## config.mk

```make
export PLATFORM = sky130hd
export DESIGN_NAME = reg_file_flat
export DESIGN_NICKNAME = d
export VERILOG_FILES = /design/src/rtl/core_pkg.sv /design/src/rtl/reg_file_if.sv /design/src/rtl/reg_file.sv /design/src/flat_wrapper.sv
export SDC_FILE = /design/constraint.sdc
export NUM_CORES = 2
export LEC_CHECK = 0
export CORE_AREA = 2 2 394 396
export CTS_CLUSTER_DIAMETER = 120
export DETAILED_ROUTE_END_ITERATION = 6
export DIE_AREA = 0 0 396 398
export REMOVE_ABC_BUFFERS = 1
export SLEW_MARGIN = 0
export SYNTH_ARGS = -nofsm -noshare
export SYNTH_HDL_FRONTEND = slang
export SYNTH_SLANG_ARGS = --single-unit
export TNS_END_PERCENT = 10
```

## constraint.sdc

```tcl
create_clock -name CLK -period 37.2 [get_ports CLK]
set_clock_uncertainty 0.15 [all_clocks]
set_input_delay 5.58 -clock CLK [delete_from_list [all_inputs] [get_ports CLK]]
set_output_delay 5.58 -clock CLK [all_outputs]
set_load 0.02 [all_outputs]
```

## src/rtl/core_pkg.sv

```systemverilog
// ============================================================================
// Module      : core_pkg
// Description : Shared core constants: data width, register index width,
//               named register indices and the default stack-pointer reset.
// Revision    : 1.0 - initial release
// ============================================================================
`default_nettype none

package core_pkg;

    localparam int XLEN       = 32;
    localparam int REG_ADDR_W = 5;

    localparam int REG_ZERO = 0;
    localparam int REG_RA   = 1;
    localparam int REG_SP   = 2;

    localparam logic [XLEN-1:0] SP_RESET_DEFAULT = 32'h0000_0000;

endpackage : core_pkg

`default_nettype wire

```

## src/rtl/reg_file_if.sv

```systemverilog
// ============================================================================
// Module      : reg_file_if
// Description : Register-file access bundle: two read ports and one write port.
//               The core side is the master; the register file is the slave.
// Revision    : 1.0 - initial release
// ============================================================================
`default_nettype none

interface reg_file_if
    import core_pkg::*;
#(
    parameter int DATA_WIDTH = XLEN,
    parameter int ADDR_WIDTH = REG_ADDR_W
);

    logic [ADDR_WIDTH-1:0] A1;
    logic [ADDR_WIDTH-1:0] A2;
    logic [ADDR_WIDTH-1:0] A3;
    logic                  WE3;
    logic [DATA_WIDTH-1:0] WD3;
    logic [DATA_WIDTH-1:0] RD1;
    logic [DATA_WIDTH-1:0] RD2;

    modport master (
        output A1, A2, A3, WE3, WD3,
        input  RD1, RD2
    );

    modport slave (
        input  A1, A2, A3, WE3, WD3,
        output RD1, RD2
    );

endinterface : reg_file_if

`default_nettype wire

```

## src/rtl/reg_file.sv

```systemverilog
// ============================================================================
// Module      : reg_file
// Description : 32-entry integer register file, two async read ports, one sync
//               write port, x0 hardwired to zero. Optional write-first
//               forwarding enabled by macro REG_FILE_BYPASS_EN.
// Revision    : 1.0 - initial release
// ============================================================================
`default_nettype none

module reg_file
    import core_pkg::*;
#(
    parameter int                    DATA_WIDTH = XLEN,
    parameter int                    ADDR_WIDTH = REG_ADDR_W,
    parameter logic [DATA_WIDTH-1:0] SP_RESET   = SP_RESET_DEFAULT
) (
    input  wire logic   CLK,
    input  wire logic   RST,
    reg_file_if.slave   bus
);

    localparam int NUM_REGS = 2 ** ADDR_WIDTH;

    logic [DATA_WIDTH-1:0] w_regs [NUM_REGS];
    logic [DATA_WIDTH-1:0] w_rd1;
    logic [DATA_WIDTH-1:0] w_rd2;

    assign w_regs[REG_ZERO] = '0;

    // One flop bank per architectural register; x0 has no storage.
    generate
        for (genvar i = 1; i < NUM_REGS; i++) begin : g_regs
            localparam logic [DATA_WIDTH-1:0] c_rst_val = (i == REG_SP) ? SP_RESET : '0;

            logic [DATA_WIDTH-1:0] r_reg;

            always_ff @(posedge CLK or posedge RST) begin
                if (RST) begin
                    r_reg <= c_rst_val;
                end else if (bus.WE3 && (bus.A3 == ADDR_WIDTH'(i))) begin
                    r_reg <= bus.WD3;
                end
            end

            assign w_regs[i] = r_reg;
        end
    endgenerate

    always_comb begin
        w_rd1 = w_regs[bus.A1];
        w_rd2 = w_regs[bus.A2];
`ifdef REG_FILE_BYPASS_EN
        // Forward write data to a matching read port; reset suppresses the write, so no forward.
        if (!RST && bus.WE3 && (bus.A3 != '0)) begin
            if (bus.A1 == bus.A3) begin
                w_rd1 = bus.WD3;
            end
            if (bus.A2 == bus.A3) begin
                w_rd2 = bus.WD3;
            end
        end
`endif
    end

    assign bus.RD1 = w_rd1;
    assign bus.RD2 = w_rd2;

endmodule : reg_file

`default_nettype wire

```

## src/flat_wrapper.sv

```systemverilog
// flat-port wrapper written by rule: the top's interface ports become plain ports
module reg_file_flat import core_pkg::*;
#(
    parameter int                    DATA_WIDTH = XLEN,
    parameter int                    ADDR_WIDTH = REG_ADDR_W,
    parameter logic [DATA_WIDTH-1:0] SP_RESET   = SP_RESET_DEFAULT
)
  (CLK, RST, bus_A1, bus_A2, bus_A3, bus_WE3, bus_WD3, bus_RD1, bus_RD2);
  reg_file_if #(.DATA_WIDTH(DATA_WIDTH), .ADDR_WIDTH(ADDR_WIDTH)) bus_i ();
  input  wire logic CLK;
  input  wire logic RST;
  input wire logic [$bits(bus_i.A1)-1:0] bus_A1;
  input wire logic [$bits(bus_i.A2)-1:0] bus_A2;
  input wire logic [$bits(bus_i.A3)-1:0] bus_A3;
  input wire logic [$bits(bus_i.WE3)-1:0] bus_WE3;
  input wire logic [$bits(bus_i.WD3)-1:0] bus_WD3;
  output wire logic [$bits(bus_i.RD1)-1:0] bus_RD1;
  output wire logic [$bits(bus_i.RD2)-1:0] bus_RD2;
  assign bus_i.A1 = bus_A1;
  assign bus_i.A2 = bus_A2;
  assign bus_i.A3 = bus_A3;
  assign bus_i.WE3 = bus_WE3;
  assign bus_i.WD3 = bus_WD3;
  assign bus_RD1 = bus_i.RD1;
  assign bus_RD2 = bus_i.RD2;
  reg_file #(.DATA_WIDTH(DATA_WIDTH), .ADDR_WIDTH(ADDR_WIDTH), .SP_RESET(SP_RESET)) u_core (.CLK(CLK), .RST(RST), .bus(bus_i));
endmodule
```

==> metrics.md <==
| Metric | Value |
|---|---|
| First-pass GRT wire length | `roughly 250000 µm` |
| GRT Total Usage | `21.59%` |
| Net Switching | `between 800 and 900 µW` |
| Final worst setup slack | `21.42 ns` |
| M3 GR Usage | `under 10%` |
| Final Net Count | `3595` |
| Clk_lat worst skew | `slightly below 0.7 ns` |
| Req. time, crit path | `31.47 ns` |
| Number of enable flip-flop cells after synthesis | `0` |
| Post-synthesis cell type count | `33` |
| Crit Path Class | `input pin to primary output` |
| Pin count of the biggest net entering global routing | `173` |
| Top_reg_cell synth | `dfrtp_1` |
| Leakage power | `25.40 nW` |
| Pins Over Slew Limit | `0` |
| DR WL/cell | `approximately 30 µm` |
| Avg Cell Area, Syn | `14.61 µm²` |
| Congestion Overflow GR | `0` |
| CP startpoint kind | `input pin` |
| Clock tree buffer depth | `3` |
| Sequential share of the synthesized area | `46.58%` |
| Post-DP HPWL | `slightly above 90000 µm` |
| WL final | `171100 µm` |
| Top post-synthesis cells by area | `dfrtp_1, mux2_2, mux4_2` |
| CTS tree | `built` |
| Share of the synthesized area in the top cell type | `a little under half` |
| Hold crit path type | `flop to flop` |
| Clock power share | `35.1%` |
| Flop pwr share | `44.3%` |
| Peak supply drop | `roughly 0.038 mV` |
| Post-place setup slack | `21.38 ns` |
| Design Area, Final | `0.05973 mm²` |
| Crit-path max FO | `73` |
| Synth Cell Area | `0.05330 mm²` |
| Residual DRC | `0` |
| Final Power | `3.275 mW` |
| Yosys warns | `0` |
| Slew HR | `17.42%` |
| Area after DPL | `0.05590 mm²` |
| Via Count | `34.25k` |
| Vias per inst | `6.027` |
| GR Util met2 | `between 30% and 40%` |
| Total CTS buffers | `112` |
| Vias in the first global route | `35.27k` |
| Max Fclk | `63.38 MHz` |
| Die W | `between 300 and 400 µm` |
| Antenna violations before repair | `6` |
| Status | `finished clean` |
| I/O pins | `114` |
| Die ar. | `roughly 0.16 mm²` |
| Combinational group share of total power | `20.6%` |
| Post-CTS sizing | `0` |
| WP data arrival | `10.05 ns` |
| Rows | `144` |
| Largest area contributor in the netlist | `dfrtp_1` |
| Number of flip-flops in the largest register | `approximately 990` |
| Antenna Nets Post-Route | `0` |
| Top-count cell post-synth | `mux2_2` |
| Post-CTS Setup Inserts | `0` |
| Busiest grt layer | `met2` |
| Final worst path period need | `15.78 ns` |
| Worst slew pin tran | `roughly 1.2 ns` |
| Met1 Resource Use GR | `a little over 30%` |
| Internal power | `2.384 mW` |
| Max-Cap Viols | `0` |
| Switch share | `27.23%` |
| Asr flop ratio synth | `between 90% and 100%` |
| Crit end category | `primary output` |
| FF+latch count, synth | `992` |
| Gate Count Post-Synth | `3647` |
| Pwr dens | `54.84 mW/mm²` |
| Fin. Hold Viols | `0` |
| TNS Setup | `0 ns` |
| Initial core utilization | `between 30% and 40%` |
| Gpl congestion | `0.7945` |
| Tcrit/Tclk final | `between 40% and 50%` |
| H-tree levels | `3` |
| Finish-stage setup viols | `0` |
| Layout cells sized above 1 | `46.93%` |
| Core area | `0.1533 mm²` |
| Initial drt markers | `3245` |
| Synthesis-to-layout area growth | `12.06%` |
| RSZ-0062 raised after global routing | `no` |
| Drt pass-1 iters | `7` |
| IO buf count | `113` |
| Layout Utilization | `38.95%` |
| Hold_buf cts | `0` |
| Clock-pin transition on the worst setup and hold timing paths | `about 0.060 ns` |
| CTS Sinks | `992` |
| Top cells by count, synth | `mux2_2, dfrtp_1, mux4_2` |
| Die H | `398 µm` |
| Root Buffer Master | `clkbuf_16` |
power by group through the flow:
stage	sequential (mW)	combinational, mW	clock, mW
floorplan	1.41	0.494	0
global placement	1.46	0.663	0
detailed placement	1.46	0.676	0
CTS	1.45	0.678	1.17
global route	1.48	0.723	1.22
finish	1.45	0.673	1.15
cells in the final DEF (no fill, tap or decap), types with 9 or more instances in the layout:
master | netlist | routed
a22o_1 | 192 | 192
o22ai_1 | 64 | 64
a211oi_1 | 64 | 64
mux2_2 | 1010 | 1010
clkbuf_1 | 205 | 31
o31ai_1 | 64 | 64
nor2b_4 | 0 | 9
clkbuf_16 | 0 | 115
mux2i_1 | 160 | 160
clkinv_2 | 0 | 14
buf_4 | 38 | 86
mux4_2 | 384 | 384
nand2_1 | 76 | 67
and2_1 | 34 | 32
clkdlybuf4s50_1 | 0 | 103
clkbuf_8 | 0 | 33
mux2_1 | 46 | 46
nor2_4 | 0 | 13
dfrtp_1 | 992 | 992
bufinv_16 | 0 | 9
o21ai_1 | 64 | 64
and3_1 | 33 | 32
layout make-up:
cell class | count | area, µm²
multi-input combinational | 2240 | 26720
clock buffer | 179 | 3448
antenna | 1 | 2.502
tap | 2044 | 2557
timing repair buffer | 196 | 1782
inverter | 3 | 21.27
clock inverter | 27 | 374.1
fill | 14290 | 93600
sequential | 992 | 24820
metal layers:
layer | up-vias | routed length (µm)
met2 | 1318 | 80010
met4 | 4 | 4215
met1 | 18760 | 75690
met3 | 251 | 11170
met5 | - | 23
li1 | 13920 | -
cells by family (layout without fill, tap and decap cells):
family	Yosys count	after routing	share of synthesized area, %
AND/OR/NAND/NOR	192	192	1.845
multiplexers	1600	1600	41.54
flip-flops	992	992	46.58
buffers and inverters	415	405	3.726
other	0	1	0
AO/OA/AOI/OAI	448	448	6.310
path summary, 6_finish.rpt:
check	startpoint	end	slack (ns)	depth (start not counted)
min in group asynchronous	RST	u_core.g_regs[8].r_reg[30]$_DFFE_PP0P_	5.27	2
worst min register to register	u_core.g_regs[14].r_reg[2]$_DFFE_PP0P_	u_core.g_regs[14].r_reg[2]$_DFFE_PP0P_	0.36	1
worst max-delay path	bus_A2[0]	bus_RD2[15]	21.42	8
worst max register to register	u_core.g_regs[4].r_reg[4]$_DFFE_PP0P_	u_core.g_regs[4].r_reg[4]$_DFFE_PP0P_	36.23	1
worst min-delay path	u_core.g_regs[14].r_reg[2]$_DFFE_PP0P_	u_core.g_regs[14].r_reg[2]$_DFFE_PP0P_	0.36	1
max in group asynchronous	RST	u_core.g_regs[9].r_reg[7]$_DFFE_PP0P_	26.19	8
per-stage QoR:
step	cells	hold slack [ns]
2_1_floorplan	3235	0.3198
3_5_place_dp	5475	0.3478
4_1_cts	5681	0.3605
3_3_place_gp	5475	0.3391
5_1_grt	5681	0.3796
6_report	5682	0.3581
critical path, cell delays in order:
cell and delay, ns:
buf_8 0.58, buf_4 0.75, buf_4 0.87, mux4_2 0.60, a22o_1 0.23, o21ai_1 0.40, o31ai_1 0.25, clkdlybuf4s50_1 0.61
Power figures use the tool's default switching activity.
